==> src/rtl/debouncer_multi.sv <==
// rtl/debouncer_multi.sv - multi-channel switch debouncer with a shared tick prescaler
// Each channel: 2-flop synchroniser, candidate level plus a saturating stability counter.
module debouncer_multi #(
  parameter int CHANNELS  = 4,
  parameter int DELAY     = 270000,
  parameter int TICK_DIV  = 1,
  parameter bit RESET_VAL = 1'b0
) (
  input  logic                clk,
  input  logic                reset,
  input  logic [CHANNELS-1:0] noisy,
  output logic [CHANNELS-1:0] clean,
  output logic [CHANNELS-1:0] rise,
  output logic [CHANNELS-1:0] fall,
  output logic                changed
);

  localparam int CW = $clog2(DELAY + 1);
  localparam int PW = (TICK_DIV > 1) ? $clog2(TICK_DIV) : 1;
  localparam logic [CW-1:0] DELAY_C = CW'(DELAY);
  localparam logic [PW-1:0] PRE_LAST = PW'(TICK_DIV - 1);
  localparam logic [CHANNELS-1:0] RST_VEC = {CHANNELS{RESET_VAL}};

  logic [PW-1:0]                  pre;
  logic                           tick;
  logic [CHANNELS-1:0]            s1;
  logic [CHANNELS-1:0]            s2;
  logic [CHANNELS-1:0]            cand;
  logic [CHANNELS-1:0]            cand_nx;
  logic [CHANNELS-1:0]            clean_nx;
  logic [CHANNELS-1:0][CW-1:0]    count;
  logic [CHANNELS-1:0][CW-1:0]    count_nx;

  // Free-running prescaler; input activity never resets it.
  assign tick = (pre == PRE_LAST);

  always_ff @(posedge clk or negedge reset) begin
    if (!reset) begin
      pre <= '0;
    end else if (tick) begin
      pre <= '0;
    end else begin
      pre <= pre + 1'b1;
    end
  end

  // A level change restarts the count; the count saturates at DELAY and then keeps reloading clean.
  always_comb begin
    cand_nx  = cand;
    clean_nx = clean;
    count_nx = count;
    for (int i = 0; i < CHANNELS; i++) begin
      if (s2[i] != cand[i]) begin
        cand_nx[i]  = s2[i];
        count_nx[i] = '0;
      end else if (count[i] == DELAY_C) begin
        clean_nx[i] = cand[i];
      end else if (tick) begin
        count_nx[i] = count[i] + 1'b1;
      end
    end
  end

  always_ff @(posedge clk or negedge reset) begin
    if (!reset) begin
      s1      <= RST_VEC;
      s2      <= RST_VEC;
      cand    <= RST_VEC;
      clean   <= RST_VEC;
      count   <= '0;
      rise    <= '0;
      fall    <= '0;
      changed <= 1'b0;
    end else begin
      s1      <= noisy;
      s2      <= s1;
      cand    <= cand_nx;
      count   <= count_nx;
      clean   <= clean_nx;
      rise    <= clean_nx & ~clean;
      fall    <= ~clean_nx & clean;
      changed <= |(clean_nx ^ clean);
    end
  end

endmodule

==> config.mk <==
export PLATFORM = sky130hd
export DESIGN_NAME = debouncer_multi
export DESIGN_NICKNAME = d
export VERILOG_FILES = /design/src/rtl/debouncer_multi.sv
export SDC_FILE = /design/constraint.sdc
export NUM_CORES = 1
export LEC_CHECK = 0
export ABC_CLOCK_PERIOD_IN_PS = 2100
export CAP_MARGIN = 30
export CORE_MARGIN = 2
export CORE_UTILIZATION = 30
export CTS_CLUSTER_SIZE = 20
export DETAILED_ROUTE_END_ITERATION = 8
export PLACE_DENSITY = 0.49
export SYNTH_ARGS = -nofsm -noshare
export SYNTH_HDL_FRONTEND = slang
export SYNTH_SLANG_ARGS = --single-unit
==> constraint.sdc <==
create_clock -name clk -period 2.1 [get_ports clk]
set_clock_uncertainty 0.1 [all_clocks]
set_input_delay 0.42 -clock clk [delete_from_list [all_inputs] [get_ports clk]]
set_output_delay 0.42 -clock clk [all_outputs]
set_load 0.05 [all_outputs]
==> metrics.txt <==
status finished with violations; failing checks setup timing; R2R depth 6; starting density of the core 30.4%; routed wire length per instance between 10 and 15 µm; Final Max Slew Viols 0; setup ws final -0.154 ns; Int Power 0.00293 W; largest net degree at the start of global routing 37; Total Routing Usage GR between 10% and 20%; CP arrival 2.38 ns; Clk pwr share between 30% and 40%; prevailing post-synth register cell dfrtp_1; Rel. slew slack between 60% and 70%; post-synthesis register bit count between 100 and 150; RSZ-0062 raised after global routing true; WP data required ~2.2 ns; I/O Pins 19; worst vdd ir 0.372 mV; Worst Hold Class flop to flop; Final Non-Filler Cells 809; worst-skew pair later-pin latency 0.35 ns; CP most frequent cell or4_4; R2R Setup Slk -0.15 ns; Tightest Pin Transition 0.537 ns; pwr/cell area between 600 and 700 nW/µm²; vias in the first global route 3,843; GP Congestion between 0.7 and 0.8; Comb pwr share 8.5%; CORE AREA between 15,000 and 20,000 µm²; max_cap viols 0; max frequency about 0.44 GHz; antenna-violating nets left 0; fin nets 606; clk slew on worst S/H paths 0.07 ns; initial DRC count 219; Clock Sink Count 101; Worst Hold Launch s1[0]; WHS Path Cells 0; Syn. warnings 0; number of core rows 47; vias 3,915; Switch Pwr 0.000965 W; vias per cell 4.84; Die ar. 17,700 µm²; H-tree levels 3; Inst Count DP 790; Reg-to-Reg End changed; Fin. Hold Viols 0; switch share 24.8%; initial antenna violation count 0; most common cell after layout, fill and taps aside dfrtp_1; startpoint types flop; Post-synth EDFFs 0; sequential share of power 52.0%; CP Class flop to flop; setup violators final 2; Crit. End Element flop; Seq/Total Area, Yosys 50.7%; total gr overflow 0; Clock Tree Buf Depth 2; WHS Endpoint s2[0]; DRC viols 0; root buf cell clkbuf_16; Die W 133 µm; first-pass GRT wire length 18,400 µm; PortBufs 18; n_diodes 0; Post-Syn Instances 505; WL final 10,800 µm; area delta synth->final 23.8%; crit-path max cell delay 0.54 ns; CTS buffer count 9; minimum period implied by the final worst setup slack 2.25 ns; post-synth cell types 39; CTS tree done; fin crit share 107%; fin util 37.6%; CP Cell Sequence or4_4 > or4_4 > o31ai_4 > a21oi_2 > ha_1 > nand4_1; most frequent cells in the layout dfrtp_1, buf_4, nor2_1, a21oi_1, nand3_1; Worst Setup SP count[72]; Crit-path slowest cell or4_4; fraction of registers with async set/reset 100%; Pleak 2.64 nW; mean post-synth cell area 9.87 µm²; RR Startpoint count[72]; Die Span Y 133 µm; post-synthesis cell area 4990 µm²; layout cells sized above 1 16.5%; Post-Syn Nets 527; Pre-Repair DR Iteration Count 4; Post-DP HPWL between 7000 and 8000 µm; maximum fanout along the worst path 2
## power by group through the flow
stage / Clock [W] / Combinational [W] / Sequential, W
floorplan: 0 / 0.000148 / 0.00207
global placement: 0 / 0.000329 / 0.00206
detailed placement: 0 / 0.000334 / 0.00206
CTS: 0.00161 / 0.000337 / 0.00202
global route: 0.00167 / 0.000380 / 0.00203
finish: 0.00154 / 0.000331 / 0.00203
## timing repair
action,CTS,global route
hold buffers,1,0
resized for setup,3,6
setup endpoints to repair,2,7
pin swaps,1,2
gates cloned,0,0
buffers inserted,0,2
endpoints found under the hold margin,33,0
## cell type report
type	instances	area [µm²]
Clock buffer	10	229
Clock inverter	6	38.8
Fill cell	1621	10200
Inverter	23	86.3
Multi-Input combinational cell	367	2350
Sequential cell	101	2530
Tap cell	220	275
Timing Repair Buffer	82	664
## metal layers
layer  up-vias  GRT usage (%)  routed length, µm
met1      1898           17.3               5440
met4         0           4.60                138
met5         -              0                  0
met2        29           20.6               5040
li1       1977              -                  -
met3        11           2.11                205
## cell families (layout without fill, tap and decap cells)
kind of cell,count (synthesis),count (layout),share of synthesized area [%]
simple gates,222,222,24.2
flops,101,101,50.7
compound gates,84,84,10.3
xor+xnor,43,43,7.55
buf+inv,37,121,2.81
fa+ha+maj,16,16,4.02
mux,2,2,0.427
## synthesized netlist by cell type, drive strengths merged, types with 16 or more instances
| cell | instances | area, µm² |
|---|---|---|
| ha | 16 | 200 |
| dfrtp | 101 | 2530 |
| a21oi | 35 | 175 |
| nand4 | 19 | 119 |
| inv | 23 | 86.3 |
| nor2 | 49 | 184 |
| nand2 | 28 | 105 |
| nand3 | 32 | 160 |
| xor2 | 27 | 236 |
| o21ai | 21 | 105 |
| xnor2 | 16 | 140 |
## critical path, delay by kind of cell, from the launching register on
| family | cells | cell delay [ns] |
|---|---|---|
| simple gates | 3 | 1.07 |
| flops | 1 | 0.39 |
| fa+ha+maj | 1 | 0.28 |
| compound gates | 2 | 0.30 |
## registers in the layout, summed over array words and instances (netlist names)
signal   cells
cand         4
clean        4
fall         4
s2           4
changed      1
s1           4
count       76
rise         4
## per-stage QoR
stage / hold WS, ns / setup slack [ns] / instance area, µm² / setup TNS [ns] / total power [W]
after CTS: 0.251 / -0.161 / 6130 / -0.161 / 0.00397
after global routing: 0.262 / -0.236 / 6170 / -0.429 / 0.00408
after floorplan: 0.0244 / -0.130 / 4990 / -0.130 / 0.00222
after global placement: 0.234 / -0.134 / 5850 / -0.134 / 0.00239
after detailed placement: 0.236 / -0.168 / 5850 / -0.168 / 0.00240
final: 0.249 / -0.154 / 6170 / -0.238 / 0.00389
## worst max path at each step
stage	endpoint	slack (ns)
after floorplan	changed	-0.13
after global placement	changed	-0.13
after detailed placement	changed	-0.17
after CTS	changed	-0.16
after global routing	changed	-0.24
final	changed	-0.15
(Power assumes the default switching activity.)
